[src/rtl/uart_rx.sv]
// UART receiver: start / DATA_BITS data (LSB first) / optional even-XOR parity / one stop.
// Received words are offered on a valid/ready handshake with per-word error flags.
module uart_rx #(
    parameter int BAUD_DIV      = 434,
    parameter int DATA_BITS     = 8,
    parameter int ENABLE_PARITY = 1
) (
    input  logic                 clk,
    input  logic                 rst_n,
    input  logic                 rx,
    input  logic                 ready,
    output logic [DATA_BITS-1:0] data_out,
    output logic                 valid,
    output logic                 parity_err,
    output logic                 frame_err,
    output logic                 overrun,
    output logic                 busy
);

    localparam int CW = $clog2(BAUD_DIV) + 1;
    localparam int IW = (DATA_BITS > 1) ? $clog2(DATA_BITS) : 1;
    localparam logic [CW-1:0] HALF = CW'(BAUD_DIV / 2 - 1);
    localparam logic [CW-1:0] FULL = CW'(BAUD_DIV - 1);
    localparam logic [IW-1:0] LAST = IW'(DATA_BITS - 1);

    typedef enum logic [2:0] {IDLE, START, DATA, PARITY, STOP} state_t;

    state_t                 state, state_nxt;
    logic                   sync1, rxs, rxs_q;
    logic [CW-1:0]          cnt;
    logic [IW-1:0]          idx;
    logic [DATA_BITS-1:0]   shift;
    logic                   perr;
    logic                   fall, tick, done;

    // Synchronizer and edge flop reset high so a line idling high never looks like a start.
    always_ff @(posedge clk or negedge rst_n) begin
        if (!rst_n) begin
            sync1 <= 1'b1;
            rxs   <= 1'b1;
            rxs_q <= 1'b1;
        end else begin
            sync1 <= rx;
            rxs   <= sync1;
            rxs_q <= rxs;
        end
    end

    assign fall = rxs_q & ~rxs;
    assign busy = (state != IDLE);

    always_comb begin
        state_nxt = state;
        tick      = 1'b0;
        done      = 1'b0;
        case (state)
            IDLE:   if (fall) state_nxt = START;
            START: begin
                tick = (cnt == HALF);
                if (tick) state_nxt = rxs ? IDLE : DATA;
            end
            DATA: begin
                tick = (cnt == FULL);
                if (tick && idx == LAST) state_nxt = (ENABLE_PARITY != 0) ? PARITY : STOP;
            end
            PARITY: begin
                tick = (cnt == FULL);
                if (tick) state_nxt = STOP;
            end
            STOP: begin
                tick = (cnt == FULL);
                if (tick) begin
                    state_nxt = IDLE;
                    done      = 1'b1;
                end
            end
            default: state_nxt = IDLE;
        endcase
    end

    always_ff @(posedge clk or negedge rst_n) begin
        if (!rst_n) begin
            state <= IDLE;
            cnt   <= '0;
            idx   <= '0;
            shift <= '0;
            perr  <= 1'b0;
        end else begin
            state <= state_nxt;
            cnt   <= (tick || state == IDLE) ? '0 : cnt + CW'(1);
            if (state == IDLE) begin
                idx  <= '0;
                perr <= 1'b0;
            end
            if (state == DATA && tick) begin
                shift[idx] <= rxs;
                idx        <= idx + IW'(1);
            end
            if (state == PARITY && tick) perr <= rxs ^ (^shift);
        end
    end

    // A completing frame wins over the handshake; an unaccepted word is never overwritten.
    always_ff @(posedge clk or negedge rst_n) begin
        if (!rst_n) begin
            data_out   <= '0;
            valid      <= 1'b0;
            parity_err <= 1'b0;
            frame_err  <= 1'b0;
            overrun    <= 1'b0;
        end else begin
            overrun <= 1'b0;
            if (done) begin
                if (!valid || ready) begin
                    data_out   <= shift;
                    parity_err <= perr;
                    frame_err  <= ~rxs;
                    valid      <= 1'b1;
                end else begin
                    overrun <= 1'b1;
                end
            end else if (valid && ready) begin
                valid <= 1'b0;
            end
        end
    end

endmodule

[config.mk]
export PLATFORM = sky130hd
export DESIGN_NAME = uart_rx
export DESIGN_NICKNAME = d
export VERILOG_FILES = /design/src/rtl/uart_rx.sv
export SDC_FILE = /design/constraint.sdc
export NUM_CORES = 1
export LEC_CHECK = 0
export CORE_ASPECT_RATIO = 0.9
export CORE_MARGIN = 2
export CORE_UTILIZATION = 61
export DETAILED_ROUTE_END_ITERATION = 12
export GPL_TIMING_DRIVEN = 0
export PLACE_DENSITY = 0.94
export SLEW_MARGIN = 20
export SYNTH_ARGS = -nofsm -noshare
export SYNTH_HDL_FRONTEND = slang
export SYNTH_SLANG_ARGS = --single-unit
[constraint.sdc]
create_clock -name clk -period 2.7 [get_ports clk]
set_input_delay 0.27 -clock clk [delete_from_list [all_inputs] [get_ports clk]]
set_output_delay 0.27 -clock clk [all_outputs]
set_load 0.01 [all_outputs]
* Yosys cells after proc, flatten, opt, wreduce, memory -nomap -nowiden
Cells that the tools add are included.
Storage, ports and cells: word-level logic and storage cells 74, output and inout bits 13, register bits after elaboration 40
Cells by class: equality and inequality tests 13, bitwise logic cells 3, multiplexer cells 23, reductions and logical operators 18, add/subtract/negate cells 2, magnitude comparators 2
Operators by type and width (number):
- $mux W3 | 7
- $pmux W3 S5 | 1
- $add A10 B1 Y10 const B | 1
- $eq A10 B8 Y1 const B | 1
- $eq A10 B9 Y1 const B | 1
- $mux W1 | 10
- $mux W10 | 1
- $ne A2 B2 Y1 const B | 5
- $bwmux W8 | 1
- $reduce_xor A8 Y1 | 1
- $eq A3 B2 Y1 const B | 2
- $eq A3 B3 Y1 const B | 2
- $reduce_bool A2 Y1 | 3
- $logic_and A1 B1 Y1 | 5
- $reduce_and A5 Y1 | 1
- $lt A3 B4 Y1 const B | 1
- $reduce_and A2 Y1 | 2
- $add A3 B1 Y3 const B | 1
- $demux W1 S3 | 1
- $eq A3 B1 Y1 const B | 1
- $ge A3 B1 Y1 const B | 1
- $logic_not A3 Y1 | 1
- $reduce_bool A3 Y1 | 1
- $reduce_or A3 Y1 | 1
- other kinds (8) | 9

* Depth between registers and ports, before layout
depth in word-level cells 5, depth in mapped cells 7, gate-level depth less buffers 6

* Least setup slack after synthesis
Ideal clock, no wire load.
path kind register to register, from register cnt[1], to register data_out[0], buffers on the path 1, required time 2.575 ns, clock period less this slack 1.796 ns, cell stages (with the launch flop) 8, setup slack 0.904 ns, arrival 1.671 ns, cells stage by stage dfrtp_1 -> inv_1 -> ha_1 -> and4bb_4 -> nand3_2 -> nor3b_2 -> buf_4 -> mux2_2
On the way: longest elaborated chain between the ends 4
Ends and longest elaborated chain:
- start, declared | RTL line 30 | logic [CW-1:0] cnt;
- start signal, assigned | RTL line 90 | cnt <= (tick || state == IDLE) ? '0 : cnt + CW'(1);
- $eq A10 B9 Y1 | RTL line 71 | tick = (cnt == FULL);
- $mux W1 | RTL line 72 | if (tick) begin
- $mux W1 | RTL line 56 | case (state)
- $reduce_and A2 Y1 (no line)
- end signal, assigned | RTL line 115 | data_out <= shift;
- end, declared | RTL line 12 | output logic [DATA_BITS-1:0] data_out,
Every way passes these cells. A chain may end at the register's enable or synchronous reset.

* Worst setup path in the final report
from register state[2], to output port busy
On the way: longest elaborated chain between the ends 1
Ends and longest elaborated chain:
- start, declared | RTL line 28 | state_t state, state_nxt;
- start signal, assigned | RTL line 89 | state <= state_nxt;
- $reduce_bool A3 Y1 | RTL line 50 | assign busy = (state != IDLE);
- end, declared | RTL line 17 | output logic busy
Every way passes these cells.

==> key figures <==
Status
  • Status: finished, final reports clean

Placed design
  • Cell count after placement: 225
  • Post-detail-place hpwl: 2740 um
  • I/O Buffers: 16
  • RePlAce Congestion: 0.824

Synth
  • Synth Flop Type: dfrtp_1
  • Gate Count Post-Synth: 166
  • Top-area cell type share of the netlist area: approximately 47%
  • Post-synthesis async set-or-reset flop share: 100%
  • Mapped cell area: 1980 um^2
  • #FFs+latches synth: 40
  • Post-Syn Area per Cell: approximately 12 um^2
  • Area contributors post-synth: dfrtp_1 (47%), mux2_2 (8.0%), dfstp_2 (4.0%)
  • EDFF count, synth: 0
  • Yosys cell types: 44
  • Syn nets: roughly 180
  • Largest area contributor in the netlist: dfrtp_1
  • Yosys warns: 0
  • Post-synthesis sequential area ratio: 50.7%

Critical path
  • Worst EP arrival: 1.85 ns
  • Critical path class: flip-flop to output port
  • Buf+Inv Stages, Crit Path: 2
  • Worst path max stage delay: approximately 0.51 ns
  • Slowest-stage cell, CP: clkdlybuf4s50_1
  • Critical path launch point type: flip-flop
  • Delay-heaviest family, CP: buffers and inverters
  • Crit. End Element: output port
  • WP data required: 2.43 ns
  • Cell Chain, Critical Path: buf_2 > or3_1 > clkdlybuf4s50_1
  • CP Max Fanout: 10

Flow run
  • Maxcap violations: 0

Die
  • # rows: 19
  • Die area: around 3700 um^2
  • Die width: 64.1 um
  • Initial Util: 64.6%
  • Core footprint: roughly 3100 um^2
  • # IOs: 17
  • Die Y: just under 60 um

Clocking
  • Num CTS Buffers: 5
  • Cts hold-fix bufs: 1
  • Clock Tree Root: clkbuf_4
  • Clock net sink count: 40
  • CTS tree: built
  • Worst skew pair latency: 0.35 ns
  • Setup bufs post-CTS: 0
  • # H-tree levels: 2
  • Clock Tree Buf Depth: 2
  • Clk slew on worst S/H paths: 0.11 ns
  • Post-cts sizing count: 0

Final layout
  • Layout cells sized above 1: 24.5%
  • Final Net Count: 200
  • Antenna diodes: 0
  • Commonest non-fill, non-tap cells in the layout: dfrtp_1 (37), nor2_1 (16), clkdlybuf4s50_1 (15)
  • Finished Layout Cells: 234
  • Final Util: 75.6%
  • Area Overhead vs Synth: 16.9%
  • Most common library cell in the layout ignoring fill and taps: dfrtp_1

Routing
  • 1st-iter DRT viols: 48
  • WL/cell: 15.6 um
  • Residual DRC: 0
  • Vias/cell: 5.69
  • DR pass1 iterations: 4
  • DR vias: 1332
  • Detailed Route WL: 3660 um
  • Routed Antenna Nets: 0

Power and ir drop
  • Pwr Density: 573 nW/um^2
  • VDD IR-drop max: 0.516 mV
  • Leak: ~1.1 nW

STA
  • Final Cycle Share: around four fifths
  • Hold Fails Final Rpt: 0
  • Final slew viol count: 0
  • Relative slew margins: around three fifths
  • Worst clock skew: 0.00957 ns
  • Final Critical Period: 2.12 ns
  • RSZ-0062 raised after global routing: no
  • Fmax: 472 MHz
  • Worst Tran Pin Value: around 0.6 ns
  • Setup violations, final: 0
  • Hold WS: 0.315 ns
  • Setup TNS: 0 ns

Global routing
  • Gr ovfl total: 0
  • Global-route usage over all layers: 22.8%
  • Pin count of the biggest net entering global routing: 27
  • First-pass GRT wire length: 6420 um
  • Vias in the first global route: 1359
  • Initial antenna violation count: 0

Hold path
  • Hold crit path type: primary input to flip-flop
## layout make-up
class / instances / area, um^2
multi-input combinational: 111 / 905
buffer: 10 / 53.8
timing repair buffer: 18 / 193
sequential: 40 / 1000
clock inverter: 2 / 38.8
clock buffer: 6 / 51.3
tap: 42 / 52.6
inverter: 5 / 18.8
fill: 182 / 749
## flip-flops by register name (all words and copies together) (netlist names), 3 cells and up
| name | cells |
|---|---|
| cnt | 10 |
| data_out | 8 |
| idx | 3 |
| shift | 8 |
| state | 3 |
## worst paths after layout
path / startpoint / endpoint / slack [ns] / cells after the start
min in group asynchronous: rst_n / data_out[3]$_DFFE_PN0P_ / 0.35 / 2
max in group asynchronous: rst_n / sync1$_DFF_PN1_ / 1.83 / 3
worst max register to register: cnt[1]$_DFF_PN0_ / data_out[3]$_DFFE_PN0P_ / 0.68 / 7
worst min-delay path: rx / sync1$_DFF_PN1_ / 0.31 / 1
worst max-delay path: state[2]$_DFFE_PN0P_ / busy / 0.58 / 3
worst min register to register: sync1$_DFF_PN1_ / rxs$_DFF_PN1_ / 0.37 / 0
## power breakdown
| group | internal (mW) | leakage, nW | switching (mW) |
|---|---|---|---|
| combinational | 0.0863 | 0.497 | 0.100 |
| clock | 0.222 | 0.0484 | 0.192 |
| sequential | 0.654 | 0.530 | 0.0734 |
## layer usage
layer	track usage [%]	part of all wire, %	vias to the layer above
met5	0	0	-
met4	12.1	2.8	0
met3	5.24	4.3	11
met2	37.2	50	41
met1	28.6	43	649
li1	-	-	631
## worst register-to-register path: stages, from the launching register on
cell	delay [ns]
dfrtp_1	0.42
inv_1	0.09
ha_1	0.15
and4bb_4	0.32
nand3_2	0.13
nor3b_2	0.23
buf_4	0.22
mux2_2	0.36
## Yosys cell counts (3+ instances only)
cell,count
nand4_1,4
nand3_1,8
o21ai_0,5
dfstp_2,3
mux2_2,14
inv_1,5
xor2_1,6
dfrtp_1,37
buf_2,6
mux2_1,4
nor2_1,16
xnor2_1,9
ha_1,5
nand2_1,7
## cells by family after synthesis
kind of cell,count (synthesis),synth area share (%)
and+or+nand+nor,60,20.3
DFF,40,50.7
muxes,18,10.2
xor gates and xnor gates,16,7.77
buffers and inverters,15,3.66
AOI/OAI and AO/OA,12,4.17
adders and majority gates,5,3.16
## metrics by stage
step	power [mW]	setup WS [ns]	instance area (um^2)
5_1_grt	1.40	0.522	2320
4_1_cts	1.34	0.574	2320
6_report	1.33	0.581	2320
3_5_place_dp	0.924	0.695	2220
3_3_place_gp	0.902	0.530	2190
2_1_floorplan	0.858	0.904	1980
Note: power is estimated with default switching activity, not from simulation.
